[config.mk]
export PLATFORM = sky130hd
export DESIGN_NAME = instr_loader
export DESIGN_NICKNAME = d
export VERILOG_FILES = /design/src/rtl/instr_loader_pkg.sv /design/src/rtl/instr_loader_byte_packer.sv /design/src/rtl/instr_loader.sv
export SDC_FILE = /design/constraint.sdc
export NUM_CORES = 1
export LEC_CHECK = 0
export BUFFER_PORTS_ARGS = -buffer_cell sky130_fd_sc_hd__clkbuf_2
export CAP_MARGIN = 15
export CORE_MARGIN = 5
export CORE_UTILIZATION = 25
export CTS_BUF_LIST = sky130_fd_sc_hd__clkbuf_16
export CTS_CLUSTER_DIAMETER = 120
export DETAILED_ROUTE_END_ITERATION = 10
export GPL_TIMING_DRIVEN = 0
export PLACE_DENSITY_LB_ADDON = 0.08
export SLEW_MARGIN = 30
export SYNTH_ARGS = -nofsm -noshare
export SYNTH_HDL_FRONTEND = slang
export SYNTH_SLANG_ARGS = --single-unit
[constraint.sdc]
create_clock -name clk -period 4 [get_ports clk]
set_input_delay 0.8 -clock clk [delete_from_list [all_inputs] [get_ports clk]]
set_output_delay 0.8 -clock clk [all_outputs]
set_load 0.005 [all_outputs]
[src/rtl/instr_loader_pkg.sv]
`default_nettype none
// ============================================================================
// Module   : instr_loader_pkg
// Brief    : Shared state encoding and framing constants for instr_loader.
// Revision : 1.0 - initial release
// ============================================================================
package instr_loader_pkg;

    localparam int LOADER_HDR_BYTES = 4;

    typedef enum logic [2:0] {
        S_HDR  = 3'd0,
        S_DATA = 3'd1,
        S_CSUM = 3'd2,
        S_DONE = 3'd3,
        S_ERR  = 3'd4
    } loader_state_e;

endpackage
`default_nettype wire

[src/rtl/instr_loader_byte_packer.sv]
`default_nettype none
// ============================================================================
// Module   : byte_packer
// Brief    : Assembles four little-endian bytes into a 32-bit word; the
//            word_valid pulse coincides with the accepted 4th byte.
// Revision : 1.0 - initial release
// ============================================================================
module byte_packer
    import instr_loader_pkg::*;
(
    input  logic        clk,
    input  logic        rst,
    input  logic        i_clear,
    input  logic        i_byte_en,
    input  logic [7:0]  i_byte,
    output logic [31:0] o_word,
    output logic        o_word_valid
);

    localparam logic [1:0] c_last = 2'(LOADER_HDR_BYTES - 1);

    logic [1:0]  r_cnt;
    logic [23:0] r_shift;

    always_ff @(posedge clk) begin
        if (rst || i_clear) begin
            r_cnt   <= 2'd0;
            r_shift <= 24'd0;
        end else if (i_byte_en) begin
            r_cnt   <= r_cnt + 2'd1;
            r_shift <= {i_byte, r_shift[23:8]};
        end
    end

    // The 4th byte bypasses the register so the word is usable on its own edge.
    assign o_word       = {i_byte, r_shift};
    assign o_word_valid = i_byte_en && (r_cnt == c_last);

endmodule
`default_nettype wire

[src/rtl/instr_loader.sv]
`default_nettype none
// ============================================================================
// Module   : instr_loader
// Brief    : Framed byte-stream loader for the instruction memory; holds the
//            core in reset until the image is in. Optional trailing XOR
//            checksum enabled by defining INSTR_LOADER_CHECKSUM_EN.
// Revision : 1.0 - initial release
// ============================================================================
module instr_loader
    import instr_loader_pkg::*;
#(
    parameter int ADDR_W = 10
) (
    input  logic        clk,
    input  logic        rst,
    input  logic [7:0]  in_data,
    input  logic        in_valid,
    output logic        in_ready,
    input  logic        load_req,
    output logic        mem_we,
    output logic [31:0] mem_addr,
    output logic [31:0] mem_wd,
    output logic        core_rst,
    output logic        done,
    output logic        err
);

    localparam logic [31:0] c_max_words = 32'd1 << ADDR_W;

    loader_state_e r_state;
    loader_state_e w_state_nxt;

    logic [ADDR_W:0] r_len;
    logic [ADDR_W:0] r_idx;
    logic [ADDR_W:0] w_idx_inc;
    logic            w_xfer;
    logic            w_pack_en;
    logic            w_clear;
    logic [31:0]     w_word;
    logic            w_word_valid;
    logic            w_data_wr;

    logic            r_in_ready;
    logic            r_mem_we;
    logic [31:0]     r_mem_addr;
    logic [31:0]     r_mem_wd;
    logic            r_core_rst;
    logic            r_done;
    logic            r_err;

    assign w_xfer    = in_valid && r_in_ready;
    assign w_pack_en = w_xfer && ((r_state == S_HDR) || (r_state == S_DATA));
    assign w_clear   = (r_state == S_DONE) && load_req;
    assign w_data_wr = (r_state == S_DATA) && w_word_valid;
    assign w_idx_inc = r_idx + (ADDR_W + 1)'(1);

    byte_packer u_packer (
        .clk          (clk),
        .rst          (rst),
        .i_clear      (w_clear),
        .i_byte_en    (w_pack_en),
        .i_byte       (in_data),
        .o_word       (w_word),
        .o_word_valid (w_word_valid)
    );

`ifdef INSTR_LOADER_CHECKSUM_EN
    localparam loader_state_e c_after_data = S_CSUM;

    logic [7:0] r_csum;

    always_ff @(posedge clk) begin
        if (rst || w_clear) begin
            r_csum <= 8'd0;
        end else if (w_xfer && (r_state == S_DATA)) begin
            r_csum <= r_csum ^ in_data;
        end
    end
`else
    localparam loader_state_e c_after_data = S_DONE;
`endif

    always_ff @(posedge clk) begin
        if (rst) begin
            r_state <= S_HDR;
        end else begin
            r_state <= w_state_nxt;
        end
    end

    always_comb begin
        w_state_nxt = r_state;
        case (r_state)
            S_HDR: begin
                if (w_word_valid) begin
                    if (w_word == 32'd0) begin
                        w_state_nxt = c_after_data;
                    end else if (w_word > c_max_words) begin
                        w_state_nxt = S_ERR;
                    end else begin
                        w_state_nxt = S_DATA;
                    end
                end
            end
            S_DATA: begin
                if (w_word_valid && (w_idx_inc == r_len)) begin
                    w_state_nxt = c_after_data;
                end
            end
`ifdef INSTR_LOADER_CHECKSUM_EN
            S_CSUM: begin
                if (w_xfer) begin
                    w_state_nxt = (in_data == r_csum) ? S_DONE : S_ERR;
                end
            end
`endif
            S_DONE: begin
                if (load_req) begin
                    w_state_nxt = S_HDR;
                end
            end
            S_ERR: begin
                w_state_nxt = S_ERR;
            end
            default: begin
                w_state_nxt = S_ERR;
            end
        endcase
    end

    always_ff @(posedge clk) begin
        if (rst) begin
            r_len <= '0;
            r_idx <= '0;
        end else if (w_clear) begin
            r_idx <= '0;
        end else if ((r_state == S_HDR) && w_word_valid) begin
            r_len <= w_word[ADDR_W:0];
            r_idx <= '0;
        end else if (w_data_wr) begin
            r_idx <= w_idx_inc;
        end
    end

    // Outputs follow the next state so they line up with the state register.
    always_ff @(posedge clk) begin
        if (rst) begin
            r_in_ready <= 1'b0;
            r_mem_we   <= 1'b0;
            r_mem_addr <= 32'd0;
            r_mem_wd   <= 32'd0;
            r_core_rst <= 1'b1;
            r_done     <= 1'b0;
            r_err      <= 1'b0;
        end else begin
            r_in_ready <= (w_state_nxt == S_HDR) || (w_state_nxt == S_DATA) ||
                          (w_state_nxt == S_CSUM);
            r_mem_we   <= w_data_wr;
            if (w_data_wr) begin
                r_mem_addr <= 32'({r_idx[ADDR_W-1:0], 2'b00});
                r_mem_wd   <= w_word;
            end
            r_core_rst <= (w_state_nxt != S_DONE);
            r_done     <= (w_state_nxt == S_DONE);
            r_err      <= (w_state_nxt == S_ERR);
        end
    end

    assign in_ready = r_in_ready;
    assign mem_we   = r_mem_we;
    assign mem_addr = r_mem_addr;
    assign mem_wd   = r_mem_wd;
    assign core_rst = r_core_rst;
    assign done     = r_done;
    assign err      = r_err;

endmodule
`default_nettype wire

## Word level (Yosys, flattened, before mapping)

Cells that the tools add are included.

| storage, ports and cells | value |
|---|---|
| register bits | 98 |
| word-level logic and storage cells | 47 |
| input port bits | 12 |
| output and inout port bits | 69 |

| operators by class | value |
|---|---|
| $add $sub $neg | 2 |
| magnitude comparators | 1 |
| equality and inequality tests | 9 |
| reductions and logical operators | 16 |
| bitwise logic cells | 1 |
| muxes and demuxes | 6 |

Operators with widths:

| kind | number |
|---|---|
| greater-than comparator 32 x 11 -> 1 bit, second input constant | 1 |
| zero test 32 bit | 1 |
| 2-to-1 mux 3 bit | 5 |
| adder 11 x 1 -> 11 bit, second input constant | 1 |
| == test 11 bit | 1 |
| == test 3 x 2 -> 1 bit, second input constant | 3 |
| one-hot mux 3 bit (3 select lines) | 1 |
| logical AND 1 bit | 7 |
| == test 3 x 1 -> 1 bit, second input constant | 2 |
| zero test 3 bit | 2 |
| logical OR 1 bit | 4 |
| == test 3 bit, second input constant | 1 |
| != test 3 x 2 -> 1 bit, second input constant | 1 |
| OR reduction 3 bit | 1 |
| adder 2 x 1 -> 2 bit, second input constant | 1 |
| == test 2 bit, second input constant | 1 |
| AND reduction 2 bit | 1 |
| inverter 1 bit | 1 |

## Depth between registers and ports, before layout

Gate-level depths: netlist (run 1).

| logic depth | value |
|---|---|
| depth in word-level cells | 10 |
| depth in mapped cells | 7 |
| gate-level depth less buffers | 6 |

## Hierarchy

From an unflattened synthesis (run 1), not the netlist that was laid out.

| second synthesis, totals | value |
|---|---|
| cells, all modules | 503 |
| area, all modules | 4259.1 um^2 |

By module, submodules not included:

| module | area each (um^2) | sequential area each (um^2) | times used | cells an instance |
|---|---|---|---|---|
| instr_loader | 3219.3 | 1441.4 | 1 | 408 |
| byte_packer | 1039.7 | 520.5 | 1 | 95 |

## Worst setup path after synthesis (run 1)

Ideal clock, no wire load.

| timing path | value |
|---|---|
| kind | input to register |
| start | input in_data[1] |
| end | register r_core_rst, in the netlist core_rst |
| setup time | 0.127 ns |
| slack | 1.866 ns |
| stages | 5 |
| data required time | 3.873 ns |
| buffers on the path | 0 |
| arrival time | 2.007 ns |
| path through | nor4_1 -> nand3_1 -> or4_1 -> o21a_1 -> a2bb2oi_1 |

| on the way | value |
|---|---|
| cells in the longest elaborated chain, start to end | 6 |
| elaborated cells between the ends (all ways) | 7 |
| those cells by class | order compare: 1; eq/ne: 1; mux: 4; reduce/logical: 1 |

Ends and longest elaborated chain:

| item | line | RTL |
|---|---|---|
| start, declared | instr_loader.sv:16 | `input logic [7:0] in_data,` |
| greater-than comparator 32 x 11 -> 1 bit | instr_loader.sv:98 | `end else if (w_word > c_max_words) begin` |
| 2-to-1 mux 3 bit | instr_loader.sv:98 |  |
| 2-to-1 mux 3 bit (*) | instr_loader.sv:96 | `if (w_word == 32'd0) begin` |
| 2-to-1 mux 3 bit (*) | instr_loader.sv:95 | `if (w_word_valid) begin` |
| one-hot mux 3 bit (3 select lines) (*) | instr_loader.sv:93 | `case (r_state)` |
| != test 3 x 2 -> 1 bit (*) | instr_loader.sv:163 | `r_core_rst <= (w_state_nxt != S_DONE);` |
| end signal, assigned | instr_loader.sv:163 |  |
| end, declared | instr_loader.sv:47 | `logic r_core_rst;` |

Every way passes the cells marked *; elsewhere a longest branch is shown, timed or not.
A chain may end at the register's enable or synchronous reset.

## Worst setup path after layout (run 1)

| timing path | value |
|---|---|
| start | register r_idx[0] |
| end | register r_in_ready, in the netlist in_ready |

| on the way | value |
|---|---|
| cells in the longest elaborated chain, start to end | 8 |
| elaborated cells between the ends (all ways) | 10 |
| those cells by class | add/sub: 1; eq/ne: 3; mux: 2; reduce/logical: 4 |

Ends and longest elaborated chain:

| item | line | RTL |
|---|---|---|
| start, declared | instr_loader.sv:34 | `logic [ADDR_W:0] r_idx;` |
| start signal, assigned | instr_loader.sv:141 | `r_idx <= w_idx_inc;` |
| adder 11 x 1 -> 11 bit (*) | instr_loader.sv:55 | `assign w_idx_inc = r_idx + (ADDR_W + 1)'(1);` |
| == test 11 bit (*) | instr_loader.sv:106 | `if (w_word_valid && (w_idx_inc == r_len)) begin` |
| logical AND 1 bit (*) | instr_loader.sv:106 |  |
| 2-to-1 mux 3 bit (*) | instr_loader.sv:106 |  |
| one-hot mux 3 bit (3 select lines) (*) | instr_loader.sv:93 |  |
| == test 3 x 1 -> 1 bit or zero test 3 bit (tied branches) | instr_loader.sv:156 | `r_in_ready <= (w_state_nxt == S_HDR) \|\| (w_state_nxt == S_DATA) \|\|` |
| logical OR 1 bit | instr_loader.sv:156 |  |
| logical OR 1 bit (*) | instr_loader.sv:156 |  |
| end signal, assigned | instr_loader.sv:156 |  |
| end, declared | instr_loader.sv:43 | `logic r_in_ready;` |

Marks and branches as above.

==> results of run 1 <==
## power breakdown
part / internal [mW] / switching (mW)
Sequential: 0.983 / 0.00927
Clock: 0.413 / 0.381
Combinational: 0.0305 / 0.0505
Total: 1.43 / 0.441
## layout by cell type, fill, tap and decap left out, types with 7 or more instances in the layout
cell and count:
nor2_1 20, xor2_1 7, a21oi_1 82, o21ai_0 7
buf_4 23, nand2_1 167, buf_2 7, clkbuf_1 19
conb_1 22, clkbuf_16 9, xnor2_1 17, nor4_1 10
clkbuf_2 58, dfxtp_1 98
## worst reg2reg max path, cell delays in order (launching register included)
cell and delay, ns:
dfxtp_1 0.44, ha_1 0.30, nand3_4 0.13, or3_1 0.40
a2111oi_2 0.36, o2111a_2 0.33, a2111oi_2 0.09
## cell families (layout without fill, tap and decap cells)
| family | after synthesis | in the layout | share of synthesized area |
|---|---|---|---|
| xor+xnor | 24 | 24 | 0.0515 |
| compound gates | 103 | 103 | 0.142 |
| buf+inv | 59 | 132 | 0.0797 |
| fa+ha+maj | 2 | 2 | 0.00613 |
| simple gates | 226 | 226 | 0.237 |
| mux | 1 | 1 | 0.00276 |
| other cells | 1 | 22 | 0.000918 |
| flops | 98 | 98 | 0.480 |
## layout make-up
type	instances	area (um2)
Fill cell	1781	11000
Buffer	56	314
Sequential cell	98	1960
Clock buffer	9	225
Multi-Input combinational cell	378	1880
Inverter	3	11.3
Timing Repair Buffer	57	285
Clock inverter	7	36.3
Tap cell	216	270
## state kept, by name, summed over array words and instances, names as in the netlist
register          cells
r_len                11
u_packer.r_shift     24
mem_we                1
r_idx                11
in_ready              1
u_packer.r_cnt        2
err                   1
mem_addr             10
r_state               3
core_rst              1
mem_wd               32
done                  1
## worst max path at each step
stage / from / to / slack [ns]
floorplan: in_data[1] / core_rst$_SDFF_PP1_ / 1.87
global route: rst / r_idx[8]$_SDFFE_PP0P_ / 1.62
global placement: rst / r_idx[7]$_SDFFE_PP0P_ / 1.38
finish: r_idx[0]$_SDFFE_PP0P_ / in_ready$_SDFF_PP0_ / 1.81
detailed placement: rst / r_idx[2]$_SDFFE_PP0P_ / 1.41
CTS: rst / r_idx[2]$_SDFFE_PP0P_ / 1.79
## layer usage
layer  GRT usage  part of all wire  vias up
met5           0                 0        -
met4      0.0648             0.029        0
met3      0.0274             0.048       18
met2       0.207              0.47       85
met1       0.169              0.46     1662
li1            -                 -     1836
## per-stage QoR
stage          cells  area [um2]
3_5_place_dp     808        4720
3_3_place_gp     808        4720
2_1_floorplan    535        4160
6_report         824        4980
4_1_cts          824        4980
5_1_grt          824        4980
==> results.toml, run 1 <==
[outcome]
status = "finished clean"

[critical_path]
critical_path_depth = 6
cp.arrival_ns = 2.39
critPathBufInv = 0
worst-setup-path-type = "flop to flop"
reg2regPathDepth = 6
end_kind = "flop"
r2r_setup_slack_ns = 1.81
slowest_delay_ns = 0.44
reg2reg_to = "in_ready$_SDFF_PP0_"
r2r_start = "r_idx[0]$_SDFFE_PP0P_"
crit_fanout = 6
required_ns = 4.20
worstPathCellList = "ha_1 -> nand3_4 -> or3_1 -> a2111oi_2 -> o2111a_2 -> a2111oi_2"
startpoint_type = "flop"
crit_top_cell = "a2111oi_2"
slowest_stage = "dfxtp_1"
crit_family = "compound AO/OA/AOI/OAI gates"

[timing]
tns_ns = 0
relSlewSlack = 0.632
rsz0062_at_grt = "no"
period_share = 0.547
hold_violations = 0
fmax_mhz = 457
fin_crit_ns = 2.19
fin_skew_ns = 0.00894
slew_viol_final = 0
setup_ws_ns = 1.81
tightest_slew_ns = 0.551
setup_viol = 0
holdWs_ns = 0.454

[cts]
cts_resized = 0
cts_buffer_depth = 2
ctsHoldBuffers = 0
cts_setup_buffers = 0
clock_latency_ns = 0.35
path_clk_slew_ns = 0.07
cts_tree = "built"
htreeDepth = 3
cts_buffers = 9
cts_sinks = 98
cts-root-buf = "clkbuf_16"

[grt]
grtUsageTotal = 0.131
grt_start_max_net_pins = 16
grt_pass1_wl_mm = 19.1
grt.overflow.total = 0
antenna_found_initial = 0
grt_pass1_vias = 3593

[power]
peakVddDrop_v = 0.000177
powerDensity_nw_per_um2 = 375
p_leak_nw = 1.83
total_power_mw = 1.87

[synthesis]
yosys-top-cells-count = "nand2_1, dfxtp_1, a21oi_1"
synth_seq_cells = 98
postSynthCellCount = 514
synth_top_area_frac = 0.480
yosysMostFrequentCell = "nand2_1"
synth_cell_types = 42
avgSynthCellArea_um2 = 7.95
yosys_warnings = 0
synth_edf_count = 0
async_reset_ff_frac = 0
syn_area_um2 = 4080
synth_ff_type = "dfxtp_1"
ys_seq_area_frac = 0.480
synth_area_leaders = "dfxtp_1, nand2_1, a21oi_1, buf_4, xnor2_1"
synth_top_area_cell = "dfxtp_1"

[job]
cap_violations = 0

[cells_and_area]
nets = 617
syn_to_final_growth_pct = 21.9
antenna_cells = 0
drive_above_1_share = 0.183
fin_util = 0.312

[routing]
route.detailed.drc = 0
first_iter_violations = 148
wire_per_inst_um = 14.5
postRouteAntennaNets = 0
vias = 3601
routed_wl_mm = 11.9
viasPerCell = 4.37
drtPass1Iterations = 4

[floorplanning]
dieWidth_um = 138
core_um2 = 15900
die_h_um = 138
io_pins = 81
dieArea_um2 = 19000
start_util = 0.256
row_count = 46

[min_path]
hold-path-cell-count = 2
hold_class = "flop to flop"
hold_end = "mem_addr[9]$_SDFFE_PP0P_"
hold_start = "mem_addr[9]$_SDFFE_PP0P_"

[place]
pre_cts_slack_ns = 1.41
io_buffers = 57
hpwlAfterDp_mm = 8.78
place.gp.congestion = 0.804
No activity file was read; power rests on OpenSTA's default activity.
==> inputs of run 2 (changes only) <==
Settings changed: ABC_AREA from default to 1.
Clock period 4 ns to 2.1 ns, I/O delays scaled along.
==> run 2 against run 1 <==
Against the previous run: non-clock buffer count fell by 8; combinational power rose to 2.6 times the previous value; clock skew fell by 0.0013 ns; worst hold slack got worse by 0.13 ns; setup slack got worse by 1.6 ns; synthesized area rose by 0.98%; utilization fell by 0.13 points; via count rose by 4.8%; sequential power rose by 93%; critical endpoint is now core_rst$_SDFF_PP1_.
==> results.toml, run 2 <==
[power]
powerDensity_nw_per_um2 = 773
p_leak_nw = 2.28
p_sw_frac = 0.235
internal-power_mw = 3.02
peakVddDrop_v = 0.000357
clkPwrFrac = 0.463
pwr-share-comb = 0.054
total_power_mw = 3.94
switching_power_mw = 0.928
seqPwrFrac = 0.483

[grt]
grt_pass1_wl_mm = 20.8
grt_start_max_net_pins = 18
grtUsageTotal = 0.137
grt_pass1_vias = 3804
grt.overflow.total = 0
antenna_found_initial = 0

[cells_and_area]
final_cell_mix = "dfxtp_1, nand2_1, nor2_1, o21ai_0, a21oi_1"
final-seq-area_um2 = 1960
final_area_um2 = 5100
drive_above_1_share = 0.189
final_common_cell = "dfxtp_1"
largest_reg_flops = 32
antenna_cells = 0
fillers = 1800
nets = 656
multiInputGateArea_um2 = 1810
syn_to_final_growth_pct = 23.8

[critical_path]
crit_fanout = 4
startpoint_type = "flop"
crit_end = "core_rst$_SDFF_PP1_"
r2r_setup_slack_ns = 0.22
end_kind = "flop"
cp.arrival_ns = 2.10
reg2reg_to = "core_rst$_SDFF_PP1_"
cp-startpoint = "r_idx[0]$_SDFFE_PP0P_"
reg2regPathDepth = 12
worst-setup-path-type = "flop to flop"
r2r_start = "r_idx[0]$_SDFFE_PP0P_"
required_ns = 2.32

[timing]
holdWs_ns = 0.327
tightest_slew_ns = 0.569
rsz0062_at_grt = "no"
fmax_mhz = 532
tns_ns = 0
setup_viol = 0
fin_crit_ns = 1.88
relSlewSlack = 0.621
period_share = 0.896
fin_skew_ns = 0.00760
slew_viol_final = 0
hold_violations = 0

[synthesis]
synth_seq_cells = 98
synth_ff_type = "dfxtp_1"
async_reset_ff_frac = 0
avgSynthCellArea_um2 = 7.47
yosys-top-cells-count = "dfxtp_1, nand2_1, nor2_1"
postSynthCellCount = 552
synth_top_area_cell = "dfxtp_1"
yosys_warnings = 0
synth_top_area_frac = 0.476
syn_area_um2 = 4120
ys_seq_area_frac = 0.476
synth_cell_types = 28
synth_edf_count = 0
yosysMostFrequentCell = "dfxtp_1"
synth_area_leaders = "dfxtp_1, o21ai_0, a21oi_1, nand2_1, nor2_1"

[place]
io_buffers = 58
place.gp.congestion = 0.797
hpwlAfterDp_mm = 9.54
placed_cell_area_um2 = 4770

[floorplanning]
dieArea_um2 = 19200
start_util = 0.251
dieWidth_um = 138
die_h_um = 138
io_pins = 81
core_um2 = 16400
row_count = 47

[cts]
path_clk_slew_ns = 0.07
cts_buffers = 9
cts_sinks = 98
ctsHoldBuffers = 0
cts-root-buf = "clkbuf_16"
cts_tree = "built"
cts_buffer_depth = 2
clock_latency_ns = 0.35
htreeDepth = 3

[routing]
wire_per_inst_um = 14.7
vias = 3774
routed_wl_mm = 12.8
route.detailed.drc = 0
first_iter_violations = 243
viasPerCell = 4.35
postRouteAntennaNets = 0
drtPass1Iterations = 4

[outcome]
status = "finished clean"

[job]
cap_violations = 0

[min_path]
hold_class = "input port to flop"
==> run 2: cell count changes after synthesis, sizes merged, moves of 18 or more <==
cell | before | now
o21ai | 7 | 74
a21oi | 82 | 64
nand2 | 167 | 82
nor2 | 20 | 84
nand3 | 7 | 25
inv | 3 | 45
==> run 2: cells by family after synthesis <==
| logic type | synth area share |
|---|---|
| xor+xnor | 0.00425 |
| flops | 0.476 |
| fa+ha+maj | 0.00607 |
| simple gates | 0.220 |
| compound gates | 0.187 |
| other cells | 0.000909 |
| buf+inv | 0.106 |
==> run 2: through the flow <==
step,cells,util,worst slack [ns]
6_report,867,0.311,0.219
2_1_floorplan,573,-,0.529
3_3_place_gp,851,0.291,-0.217
5_1_grt,867,0.311,0.0220
3_5_place_dp,851,0.291,-0.194
4_1_cts,867,0.311,0.142
==> run 2: area by class of cell <==
class | count | share of cell area
clock buffers | 9 | 0.0441
flip-flops and latches | 98 | 0.384
well taps | 220 | 0.0539
plain buffers | 47 | 0.0527
repair buffers | 58 | 0.0569
inverters | 45 | 0.0331
multi-input cells | 383 | 0.355
clock inverters | 7 | 0.0201
==> run 2: metal layers <==
| layer | wire, um | vias to the layer above | track usage | part of all wire |
|---|---|---|---|---|
| li1 | - | 1959 | - | - |
| met1 | 6170 | 1747 | 0.180 | 0.48 |
| met2 | 6020 | 56 | 0.225 | 0.47 |
| met3 | 402 | 12 | 0.0314 | 0.032 |
| met4 | 162 | 0 | 0.0395 | 0.013 |
| met5 | 0 | - | 0 | 0 |
==> run 2: critical path, stage by stage, from the launching register on <==
cell and delay (ns):
dfxtp_1 0.41, ha_2 0.24, nand2_1 0.14, nor2_4 0.16, nand3_1 0.11, nand2_1 0.10, nand2_1 0.05, nand2_1 0.05
nand3_1 0.09, nor2_2 0.15, nand2_2 0.09, nand2_1 0.10, nand2_1 0.06
==> run 2: power by group through the flow <==
| stage | combinational [mW] | clock [mW] | sequential, mW |
|---|---|---|---|
| after floorplan | 0.143 | 0 | 1.94 |
| after global placement | 0.210 | 0 | 1.95 |
| after detailed placement | 0.212 | 0 | 1.95 |
| after CTS | 0.213 | 1.90 | 1.91 |
| after global routing | 0.241 | 1.97 | 1.91 |
| final | 0.213 | 1.83 | 1.91 |
==> run 2: worst min path at each step <==
| stage | start | to | slack, ns | depth (start not counted) |
|---|---|---|---|---|
| after global placement | u_packer.r_cnt[1]$_SDFFE_PP0P_ | u_packer.r_cnt[1]$_SDFFE_PP0P_ | 0.45 | 2 |
| after floorplan | r_len[3]$_SDFFE_PP0P_ | r_len[3]$_SDFFE_PP0P_ | 0.44 | 2 |
| final | rst | r_state[1]$_SDFF_PP0_ | 0.33 | 2 |
| after CTS | rst | r_state[2]$_SDFF_PP0_ | 0.31 | 2 |
| after detailed placement | u_packer.r_cnt[1]$_SDFFE_PP0P_ | u_packer.r_cnt[1]$_SDFFE_PP0P_ | 0.46 | 2 |
| after global routing | rst | r_state[1]$_SDFF_PP0_ | 0.32 | 2 |
==> run 2: repair_timing <==
action	4_1_cts	5_1_grt
gates resized for setup	0	4
setup buffers	0	0
setup endpoints to repair	0	3
==> inputs of run 3 (changes only) <==
Settings changed: GPL_TIMING_DRIVEN 0 to default, SETUP_SLACK_MARGIN from default to 0.05.
Clock period 2.1 ns to 2.35 ns, I/O delays scaled along.
==> run 3 against run 2 <==
Against the previous run: clock power decreased by 21%; power decreased by 16%; global-route usage down 1.4 points; clock-buffer cell count unchanged; non-clock buffer count shrank 39; via count decreased by 3.7%; register-to-register slack better by 0.25 ns; sequential power fell by 10%.
==> results.toml, run 3 (synthesis gave the netlist of run 2 again) <==
[critical_path]
required_ns = 2.58
crit_fanout = 4
end_kind = "flop"
worst-setup-path-type = "flop to flop"
reg2regPathDepth = 10
cp.arrival_ns = 2.11
r2r_start = "r_idx[0]$_SDFFE_PP0P_"
r2r_setup_slack_ns = 0.47
reg2reg_to = "core_rst$_SDFF_PP1_"
startpoint_type = "flop"

[place]
post-place-cells = 812
io_buffers = 58
placed_cell_area_um2 = 4560
hpwlAfterDp_mm = 8.13
place.gp.congestion = 0.725
pre_cts_slack_ns = 0.434

[floorplanning]
dieArea_um2 = 19200
row_count = 47
start_util = 0.251
dieWidth_um = 138
io_pins = 81
die_h_um = 138
core_um2 = 16400

[cts]
cts_setup_buffers = 0
path_clk_slew_ns = 0.07
cts_buffer_depth = 2
cts_buffers = 9
cts_sinks = 98
htreeDepth = 3
ctsHoldBuffers = 0
cts_tree = "built"
cts_resized = 0
cts-root-buf = "clkbuf_16"
clock_latency_ns = 0.35

[cells_and_area]
final_common_cell = "dfxtp_1"
drive_above_1_share = 0.153
largest_reg_flops = 32
syn_to_final_growth_pct = 17.4
final_area_um2 = 4840
final_cells = 826
fin_util = 0.295
antenna_cells = 0
nets = 617
final_cell_mix = "dfxtp_1, nand2_1, nor2_1, o21ai_0, a21oi_1"

[grt]
grt_start_max_net_pins = 61
grt_pass1_wl_mm = 18.9
grt.overflow.total = 0
grtUsageTotal = 0.122
antenna_found_initial = 0
grt_pass1_vias = 3515

[power]
p_leak_nw = 2.13
total_power_mw = 3.30
internal-power_mw = 2.54
powerDensity_nw_per_um2 = 681
clkPwrFrac = 0.436
switching_power_mw = 0.762
pwr-share-comb = 0.047
seqPwrFrac = 0.517
p_sw_frac = 0.231
peakVddDrop_v = 0.000334

[routing]
viasPerCell = 4.40
postRouteAntennaNets = 0
route.detailed.drc = 0
routed_wl_mm = 11.5
first_iter_violations = 207
drtPass1Iterations = 4
vias = 3634
wire_per_inst_um = 13.9

[timing]
setup_viol = 0
relSlewSlack = 0.570
period_share = 0.800
fmax_mhz = 532
fin_crit_ns = 1.88
rsz0062_at_grt = "no"
tns_ns = 0
holdWs_ns = 0.380
tightest_slew_ns = 0.643
slew_viol_final = 0
hold_violations = 0
setup_ws_ns = 0.469
fin_skew_ns = 0.0101

[outcome]
status = "finished clean"

[min_path]
hold_end = "err$_SDFF_PP0_"
hold_class = "input port to flop"
hold_start = "rst"
hold-path-cell-count = 2

[job]
cap_violations = 0
[run 3: cell types whose count changed in the layout (fill, tap and decap cells not counted), sizes merged]
cell	before	now
clkbuf	83	67
buf	31	8
bufinv	2	1
clkinv	3	1
inv	46	47
[run 3: metal layers]
| layer | global-route usage | vias up | routed length [um] |
|---|---|---|---|
| li1 | - | 1877 | - |
| met1 | 0.154 | 1690 | 5470 |
| met2 | 0.201 | 55 | 5470 |
| met3 | 0.0331 | 12 | 407 |
| met4 | 0.0442 | 0 | 176 |
| met5 | 0 | - | 0 |
[run 3: layout make-up]
| class | instances | area (um2) |
|---|---|---|
| Sequential cell | 98 | 1960 |
| Clock buffer | 9 | 225 |
| Fill cell | 1851 | 11600 |
| Tap cell | 220 | 275 |
| Multi-Input combinational cell | 383 | 1810 |
| Clock inverter | 5 | 50.0 |
| Timing Repair Buffer | 66 | 350 |
| Inverter | 45 | 169 |
[run 3: worst max path at each step]
stage / start / to / slack (ns) / depth (start not counted)
3_5_place_dp: in_valid / r_idx[9]$_SDFFE_PP0P_ / 0.43 / 10
4_1_cts: r_idx[0]$_SDFFE_PP0P_ / core_rst$_SDFF_PP1_ / 0.42 / 12
2_1_floorplan: r_idx[1]$_SDFFE_PP0P_ / core_rst$_SDFF_PP1_ / 0.78 / 12
6_report: r_idx[0]$_SDFFE_PP0P_ / core_rst$_SDFF_PP1_ / 0.47 / 10
5_1_grt: r_idx[0]$_SDFFE_PP0P_ / core_rst$_SDFF_PP1_ / 0.26 / 12
3_3_place_gp: r_idx[0]$_SDFFE_PP0P_ / core_rst$_SDFF_PP1_ / 0.46 / 12
[run 3: power by group through the flow]
stage,clock [mW],combinational [mW],sequential (mW)
floorplan,0,0.128,1.74
global placement,0,0.155,1.74
detailed placement,0,0.156,1.74
CTS,1.51,0.157,1.70
global route,1.55,0.179,1.71
finish,1.44,0.154,1.71
[run 3: worst max-delay path, stage by stage (launching register included)]
cell and delay [ns]:
dfxtp_1 0.40, ha_1 0.26, nand3_1 0.12, o21ai_0 0.31, a21oi_1 0.11, nor2_1 0.11, nand2_1 0.07, nor2_1 0.12
nand2_2 0.10, nand2_1 0.10, nand2_1 0.05
